==> config.mk <==
export PLATFORM = sky130hd
export DESIGN_NAME = t_timer
export DESIGN_NICKNAME = d
export VERILOG_FILES = /design/src/rtl/t_timer_pkg.sv /design/src/rtl/t_timer_tick_gen.sv /design/src/rtl/t_timer.sv
export SDC_FILE = /design/constraint.sdc
export NUM_CORES = 1
export LEC_CHECK = 0
export BUFFER_PORTS_ARGS = -buffer_cell sky130_fd_sc_hd__buf_4
export CORE_ASPECT_RATIO = 1.75
export CORE_UTILIZATION = 41
export DETAILED_ROUTE_END_ITERATION = 8
export HOLD_SLACK_MARGIN = 0.15
export PLACE_DENSITY = 0.65
export SETUP_SLACK_MARGIN = 0.5
export SLEW_MARGIN = 20
export SYNTH_ARGS = -nofsm -noshare
export SYNTH_HDL_FRONTEND = slang
export SYNTH_HIERARCHICAL = 1
export SYNTH_SLANG_ARGS = --single-unit
==> constraint.sdc <==
create_clock -name clk -period 2.7 [get_ports clk]
set_input_delay 0.675 -clock clk [delete_from_list [all_inputs] [get_ports clk]]
set_output_delay 0.675 -clock clk [all_outputs]
set_load 0.05 [all_outputs]
==> src/rtl/t_timer_pkg.sv <==
// t_timer_pkg
//    Shared definitions for the session countdown timer:
//    - state_t      : FSM state encoding, also exported on the debug port
//    - TW_DEFAULT   : default width of T and of the minute counters
//    - tick_width() : prescaler width needed for a given ticks-per-minute
package t_timer_pkg;

   typedef enum logic [2:0] {
      ST_IDLE   = 3'd0,
      ST_LOADED = 3'd1,
      ST_RUN    = 3'd2,
      ST_PAUSE  = 3'd3,
      ST_DONE   = 3'd4
   } state_t;

   localparam int TW_DEFAULT = 9;

   // Width of a counter that holds 0..ticks-1. Never returns less than 1 so
   // the prescaler stays a legal vector for the smallest legal tick count.
   function automatic int tick_width(input int ticks);
      return (ticks < 2) ? 1 : $clog2(ticks);
   endfunction

endpackage

==> src/rtl/t_timer_tick_gen.sv <==
// tick_gen
//    Minute prescaler. Counts 0..TICKS_PER_UNIT-1 while enabled and wraps;
//    tick is high during the last count of each minute.
//    Ports:
//       clk   in   system clock
//       rstn  in   asynchronous active-low reset
//       clr   in   force the count to 0 on the next edge (start of a session)
//       en    in   advance the count this cycle (timer running)
//       tick  out  one minute has elapsed at the end of this cycle
module tick_gen
   import t_timer_pkg::*;
#(
   parameter int TICKS_PER_UNIT = 50
) (
   input  logic clk,
   input  logic rstn,
   input  logic clr,
   input  logic en,
   output logic tick
);

   localparam int PW = tick_width(TICKS_PER_UNIT);
   localparam logic [PW-1:0] LAST = PW'(TICKS_PER_UNIT - 1);

   logic [PW-1:0] count_reg;
   logic [PW-1:0] count_next;

   always_comb begin
      count_next = count_reg;
      if (clr) begin
         count_next = '0;
      end else if (en) begin
         count_next = (count_reg == LAST) ? '0 : count_reg + 1'b1;
      end
   end

   always_ff @(posedge clk or negedge rstn) begin
      if (!rstn) begin
         count_reg <= '0;
      end else begin
         count_reg <= count_next;
      end
   end

   // Combinational so the minute counters update on the same edge that
   // wraps the prescaler.
   assign tick = en & (count_reg == LAST);

endmodule

==> src/rtl/t_timer.sv <==
// t_timer
//    Session countdown timer. Accepts a training time T (minutes) over a
//    valid/ready handshake and counts it down in real time with
//    start / pause / resume / abort control.
//    Ports:
//       clk        in   system clock
//       rstn       in   asynchronous active-low reset
//       t_in       in   training time in minutes
//       t_valid    in   t_in valid this cycle
//       t_ready    out  a new T can be accepted (IDLE, LOADED, DONE)
//       start      in   level: start a loaded session / resume a paused one
//       pause      in   level: pause a running session
//       abort      in   level: cancel any session
//       remaining  out  minutes left
//       elapsed    out  minutes completed in this session
//       busy       out  high in RUN or PAUSE
//       paused     out  high in PAUSE
//       done       out  one-cycle pulse on session completion
//       state      out  current FSM state encoding
module t_timer
   import t_timer_pkg::*;
#(
   parameter int TICKS_PER_UNIT = 50,
   parameter int TW             = TW_DEFAULT
) (
   input  logic          clk,
   input  logic          rstn,
   input  logic [TW-1:0] t_in,
   input  logic          t_valid,
   output logic          t_ready,
   input  logic          start,
   input  logic          pause,
   input  logic          abort,
   output logic [TW-1:0] remaining,
   output logic [TW-1:0] elapsed,
   output logic          busy,
   output logic          paused,
   output logic          done,
   output logic [2:0]    state
);

   state_t        state_reg, state_next;
   logic [TW-1:0] remaining_reg, remaining_next;
   logic [TW-1:0] elapsed_reg, elapsed_next;
   logic          done_reg, done_next;
   logic          busy_reg, busy_next;
   logic          paused_reg, paused_next;

   logic          load;
   logic          load_zero;
   logic          done_evt;
   logic          presc_clr;
   logic          presc_en;
   logic          tick;

   // ---------------------------------------------------------------------
   // Minute prescaler
   // ---------------------------------------------------------------------
   assign presc_en = (state_reg == ST_RUN);

   tick_gen #(
      .TICKS_PER_UNIT (TICKS_PER_UNIT)
   ) u_tick_gen (
      .clk  (clk),
      .rstn (rstn),
      .clr  (presc_clr),
      .en   (presc_en),
      .tick (tick)
   );

   // ---------------------------------------------------------------------
   // Handshake: ready depends on state only, never on the inputs
   // ---------------------------------------------------------------------
   assign t_ready = (state_reg == ST_IDLE) || (state_reg == ST_LOADED) ||
                    (state_reg == ST_DONE);
   assign load      = t_valid & t_ready;
   assign load_zero = (t_in == '0);

   // ---------------------------------------------------------------------
   // Next-state / counter logic
   // abort beats everything (including a load offered in the same cycle),
   // then pause, then start.
   // ---------------------------------------------------------------------
   always_comb begin
      state_next     = state_reg;
      remaining_next = remaining_reg;
      elapsed_next   = elapsed_reg;
      done_evt       = 1'b0;
      presc_clr      = 1'b0;

      case (state_reg)
         ST_IDLE: begin
            if (!abort && load) begin
               remaining_next = t_in;
               elapsed_next   = '0;
               state_next     = load_zero ? ST_DONE : ST_LOADED;
               done_evt       = load_zero;
            end
         end

         ST_LOADED: begin
            if (abort) begin
               state_next     = ST_IDLE;
               remaining_next = '0;
               elapsed_next   = '0;
            end else if (load) begin
               // A reload replaces the pending T; a start in the same
               // cycle is ignored.
               remaining_next = t_in;
               elapsed_next   = '0;
               state_next     = load_zero ? ST_DONE : ST_LOADED;
               done_evt       = load_zero;
            end else if (!pause && start) begin
               state_next = ST_RUN;
               presc_clr  = 1'b1;
            end
         end

         ST_RUN: begin
            if (abort) begin
               state_next     = ST_IDLE;
               remaining_next = '0;
               elapsed_next   = '0;
            end else begin
               // A tick coinciding with pause still counts; reaching zero
               // takes precedence over entering PAUSE.
               if (tick && (remaining_reg != '0)) begin
                  remaining_next = remaining_reg - 1'b1;
                  elapsed_next   = elapsed_reg + 1'b1;
               end
               if (tick && (remaining_reg == TW'(1))) begin
                  state_next = ST_DONE;
                  done_evt   = 1'b1;
               end else if (pause) begin
                  state_next = ST_PAUSE;
               end
            end
         end

         ST_PAUSE: begin
            if (abort) begin
               state_next     = ST_IDLE;
               remaining_next = '0;
               elapsed_next   = '0;
            end else if (!pause && start) begin
               // Prescaler is not cleared: the partial minute carries over.
               state_next = ST_RUN;
            end
         end

         ST_DONE: begin
            if (abort) begin
               state_next     = ST_IDLE;
               remaining_next = '0;
               elapsed_next   = '0;
            end else if (load) begin
               remaining_next = t_in;
               elapsed_next   = '0;
               state_next     = load_zero ? ST_DONE : ST_LOADED;
               done_evt       = load_zero;
            end
         end

         default: begin
            state_next     = ST_IDLE;
            remaining_next = '0;
            elapsed_next   = '0;
         end
      endcase
   end

   // Suppressing the pulse when done is already high keeps it strictly one
   // cycle wide, even if a zero T is reloaded right after completion.
   assign done_next   = done_evt & ~done_reg;
   assign busy_next   = (state_next == ST_RUN) || (state_next == ST_PAUSE);
   assign paused_next = (state_next == ST_PAUSE);

   // ---------------------------------------------------------------------
   // State and output registers
   // ---------------------------------------------------------------------
   always_ff @(posedge clk or negedge rstn) begin
      if (!rstn) begin
         state_reg     <= ST_IDLE;
         remaining_reg <= '0;
         elapsed_reg   <= '0;
         done_reg      <= 1'b0;
         busy_reg      <= 1'b0;
         paused_reg    <= 1'b0;
      end else begin
         state_reg     <= state_next;
         remaining_reg <= remaining_next;
         elapsed_reg   <= elapsed_next;
         done_reg      <= done_next;
         busy_reg      <= busy_next;
         paused_reg    <= paused_next;
      end
   end

   assign remaining = remaining_reg;
   assign elapsed   = elapsed_reg;
   assign done      = done_reg;
   assign busy      = busy_reg;
   assign paused    = paused_reg;
   assign state     = state_reg;

endmodule

* Yosys cells after proc, flatten, opt, wreduce, memory -nomap -nowiden *
Index checks and enable logic that the tools add are counted.

word-level totals
  register bits after elaboration = 30
  logic and storage cells = 79

operators by class
  add/subtract/negate cells = 3
  equal/unequal tests = 12
  mux-type cells = 38
  bitwise operators = 4
  reductions and logical operators = 15

operators with widths
  kind                                                                 count
  9-bit 2-to-1 mux                                                     11
  9-bit one-hot mux with 4 select lines                                2
  3-bit 2-to-1 mux                                                     11
  6-bit 2-to-1 mux                                                     3
  3-bit one-hot mux with 5 select lines                                1
  3-bit by 2-bit == test with 1-bit output (second input constant)     4
  9-bit by 1-bit adder with 9-bit output (second input constant)       1
  9-bit by 1-bit == test with 1-bit output (second input constant)     1
  9-bit zero test                                                      1
  1-bit 2-to-1 mux                                                     9
  9-bit nonzero test                                                   1
  9-bit by 1-bit subtractor with 9-bit output (second input constant)  1
  6-bit by 1-bit adder with 6-bit output (second input constant)       1
  6-bit == test (second input constant)                                1
  1-bit logical AND                                                    4
  4-bit AND reduction                                                  1
  1-bit bitwise AND                                                    3
  3-bit by 1-bit == test with 1-bit output (second input constant)     1
  3-bit == test (second input constant)                                1
  3-bit zero test                                                      1
  1-bit logical OR                                                     3
  3-bit by 1-bit != test with 1-bit output (second input constant)     1
  3-bit != test (second input constant)                                1
  1-bit one-hot mux with 3 select lines                                1
  other kinds (6)                                                      7

* Logic depth before layout (Yosys ltp) *
  depth after elaboration = 9
  gate-level depth with buffers = 12
  depth with buffers taken out = 9

* Modules after synthesis *
Netlist, hierarchy kept.

by module, submodules not included
  module    times used  cells each  area each (um2)  sequential area each (um2)
  t_timer   1           174         1564.0           600.6
  tick_gen  1           41          397.9            150.1

* Worst setup path before layout *
No wires, ideal clock.

  kind = flip-flop to flip-flop
  start = reg state_reg[1] (netlist: state[1])
  end = reg elapsed_reg[0] (netlist: elapsed[0])
  data arrival time = 2578 ps
  data required time = 2572 ps
  slack = -6 ps
  cell stages (with the launch flop) = 12
  path buffers = 3
  period minus slack after synthesis = 2706 ps
  path through = dfrtp_1 -> buf_2 -> inv_1 -> or3_1 -> inv_1 -> buf_2 -> and2_1 -> nor2b_1 -> o22ai_1 -> a21o_1 -> buf_4 -> mux2_1

on the way
  elaborated cells on any way between the ends = 18

RTL lines
  item                                      line                    text
  start, declared                           t_timer.sv:42           state_t state_reg, state_next;
  start signal, assigned                    t_timer.sv:190          state_reg <= state_next;
  3-bit by 2-bit == test with 1-bit output  t_timer.sv:59           assign presc_en = (state_reg == ST_RUN);
  named net presc_en                        t_timer.sv:53           logic presc_en;
  1-bit bitwise AND                         t_timer_tick_gen.sv:47  assign tick = en & (count_reg == LAST);
  named net tick                            t_timer.sv:54           logic tick;
  1-bit logical AND                         t_timer.sv:127          if (tick && (remaining_reg != '0)) begin
  3-bit != test (no source line)            n/a
  4-bit AND reduction (no source line)      n/a
  end signal, assigned                      t_timer.sv:192          elapsed_reg <= elapsed_next;
  end, declared                             t_timer.sv:44           logic [TW-1:0] elapsed_reg, elapsed_next;

The timed path passes the listed nets, and every way through them passes these cells.
A chain may end at the register's enable or synchronous reset.

* Final worst setup path *
  start = reg u_tick_gen.count_reg[1]
  end = reg remaining_reg[8] (netlist: remaining[8])

on the way
  cells in the longest elaborated chain, start to end = 5

RTL lines
  item                                  line                    text
  start, declared                       t_timer_tick_gen.sv:25  logic [PW-1:0] count_reg;
  start signal, assigned                t_timer_tick_gen.sv:41  count_reg <= count_next;
  6-bit == test                         t_timer_tick_gen.sv:47
  1-bit bitwise AND                     t_timer_tick_gen.sv:47
  named net tick                        t_timer.sv:54
  1-bit logical AND                     t_timer.sv:127
  3-bit != test (no source line)        n/a
  4-bit AND reduction (no source line)  n/a
  end signal, assigned                  t_timer.sv:191          remaining_reg <= remaining_next;
  end, declared                         t_timer.sv:43           logic [TW-1:0] remaining_reg, remaining_next;

The timed path passes the listed nets, and every way through them passes these cells.

==> impl_metrics.json <==
{
  "die_x_um": 54.3,
  "yosys.area.top_type": "dfrtp_1",
  "grt_max_degree": 31,
  "crit_chain": "inv_1 > ha_1 > nand4bb_4 > nor2_2 > and2_4 > nor2b_4 > o22ai_4 > a21o_2 > buf_4 > o22ai_1",
  "fin_crit_ps": 2050,
  "cts_hold_buf": 0,
  "synthSimpleGateAreaFrac_pct": 20.9,
  "clkTransAtPathRegs_ps": 60,
  "grt_pass1_wl_mm": 8.39,
  "root_buffer": "clkbuf_8",
  "fin_nets": 281,
  "utilization_pct": 53.1,
  "ir_drop_mv": 0.330,
  "path_class": "flop to flop",
  "max_freq_ghz": 0.488,
  "hp-class": "input port to asynchronous set/reset pin",
  "synthArstFlopShare_pct": 100,
  "route.detailed.drc": 0,
  "fin_skew_ps": 7.88,
  "firstDrtPassIters": 4,
  "chipHeight_um": 93.5,
  "cts_sinks": 30,
  "synth-seq-area-share_pct": 38.3,
  "post_drt_wl_per_cell_um": 16.6,
  "grt_pass1_vias": 1788,
  "synth_edf_count": 0,
  "cp_top_family": "simple AND/OR/NAND/NOR gates",
  "area_growth_pct": 25.1,
  "ys_warn_count": 6,
  "drive_above_1_share_pct": 28.7,
  "yosysMostFrequentCell": "dfrtp_1",
  "tightest_slew_ps": 747,
  "io_buffers": 39,
  "critPathLaunchType": "flop",
  "cts_tree": "done",
  "drtIter0Drc": 37,
  "gp_congestion": 0.851,
  "syn_nets": 236,
  "arrival_ps": 2240,
  "core_um2": 4620,
  "slew_headroom_pct": 49.9,
  "detailed_place_hpwl_mm": 3.85,
  "syn_inst": 215,
  "yosys-top-cells-area": "dfrtp_1 (38%), a211oi_1 (5.4%), inv_1 (4.6%)",
  "numCtsBuffers": 5,
  "final.period_utilization_pct": 75.8,
  "cp_max_fo": 12,
  "vias": 1864,
  "cp_slowest_cell": "dfrtp_1",
  "routed_via_density": 5.96,
  "maxSlewViolCount": 0,
  "finalSetupViolCount": 0,
  "start_util_pct": 42.4,
  "outcome": "complete, no violations",
  "synthAdderAreaFrac_pct": 3.83,
  "postRouteAntennaNets": 0,
  "yosys_register_bits": 30,
  "clkLatencyLatePin_ps": 280,
  "cp_num_buf_inv": 2,
  "antenna_found_initial": 0,
  "layout_setup_ws_ps": 653,
  "synth_common_cells": "dfrtp_1 (30), inv_1 (24), a211oi_1 (14), a21oi_1 (14), o22ai_1 (14)",
  "worstSetupEndpointType": "flop",
  "required_ps": 2900,
  "synth_xor_area_share_pct": 0.893,
  "synth_area_um2": 1960,
  "finalSetupTns_ps": 0,
  "hold_ws_ps": 315,
  "ys_types": 53,
  "muxShareOfSynthArea_pct": 2.10,
  "synth_compound_area_share_pct": 24.6,
  "syn_avg_cell_area_um2": 9.13,
  "p_leak_uw": 0.00113,
  "io-pin-count": 40,
  "cts_max_level": 2,
  "final_hold_viol_count": 0,
  "rows": 33,
  "num_antenna_cells": 0,
  "synth_top_area_share_pct": 38.3,
  "dp_slack_ps": 348,
  "die_area_um2": 5080,
  "power_density_nw_per_um2": 597,
  "synth_top_family_by_area": "compound AO/OA/AOI/OAI gates",
  "grt-ovfl-total": 0,
  "wirelength_mm": 5.20,
  "crit_path_max_incr_delay_ps": 410,
  "rsz0062_at_grt": "false",
  "synth_ff_type": "dfrtp_1",
  "grt_usage_pct": 22.6,
  "maxCapViolCount": 0,
  "clk_path_buf_depth": 2
}
## cell usage in the layout, fill, tap and decap left out, types with 4 or more instances in the layout
cell,instances
nor4_1,4
buf_4,53
nor2_1,13
nand3_1,5
ha_1,6
a32oi_1,4
a22oi_1,4
clkbuf_8,5
o22ai_1,13
nand4_1,6
and3_1,5
nand2_1,5
a211oi_1,13
a21oi_1,14
inv_1,24
dfrtp_1,27
## layout make-up
type	count	area (um^2)
fill	461	2170
inverter	24	90.1
timing repair buffer	53	398
sequential	30	754
multi-input combinational	146	1070
clock buffer	8	80.1
tap	52	65.1
## through the flow
step                std cells  cell area (um^2)  power (uW)
floorplan                 215              2020         955
global placement          300              2330        1120
detailed placement        300              2330        1120
CTS                       310              2430        1480
global route              313              2450        1550
finish                    313              2450        1460
## what timing repair did
| action | in CTS | in global routing |
|---|---|---|
| gates resized for setup | 1 | 0 |
| setup endpoints to repair | 14 | 13 |
| pin swaps | 1 | 0 |
| setup buffers | 2 | 3 |
## logic make-up after synthesis
logic type      after synthesis
compound gates               68
xor+xnor                      2
fa+ha+maj                     6
buf+inv                      39
flops                        30
mux                           4
simple gates                 66
## per-layer routing
metal	global-route usage [%]	up-vias	part of all wire, %
met4	9.40	0	2.5
met5	0	-	0
met1	24.4	912	39
met3	4.07	12	2.6
li1	-	896	-
met2	40.5	44	56
## power breakdown
part,switching [uW],internal [uW]
sequential,81.6,512
combinational,323,204
clock,161,183
total,566,898
## worst reg2reg max path: cells and delay by family (launching register included)
| family | cells | cell delay [ps] |
|---|---|---|
| buffers and inverters | 2 | 280 |
| adder cells (fa/ha/maj) | 1 | 180 |
| flip-flops | 1 | 410 |
| AND/OR/NAND/NOR | 4 | 580 |
| AO/OA/AOI/OAI | 3 | 530 |
## final timing paths
path | startpoint | end | slack [ps] | cells after the start
setup / recovery | u_tick_gen/count_reg[1] | remaining[8] | 650 | 10
hold / removal | rstn | remaining[4] | 320 | 1
setup reg to reg | u_tick_gen/count_reg[1] | remaining[8] | 650 | 10
hold reg to reg | done | done | 430 | 1
max in group asynchronous | rstn | state[0] | 2060 | 1
min in group clk | done | done | 430 | 1
Note: power is estimated with default switching activity, not from simulation.
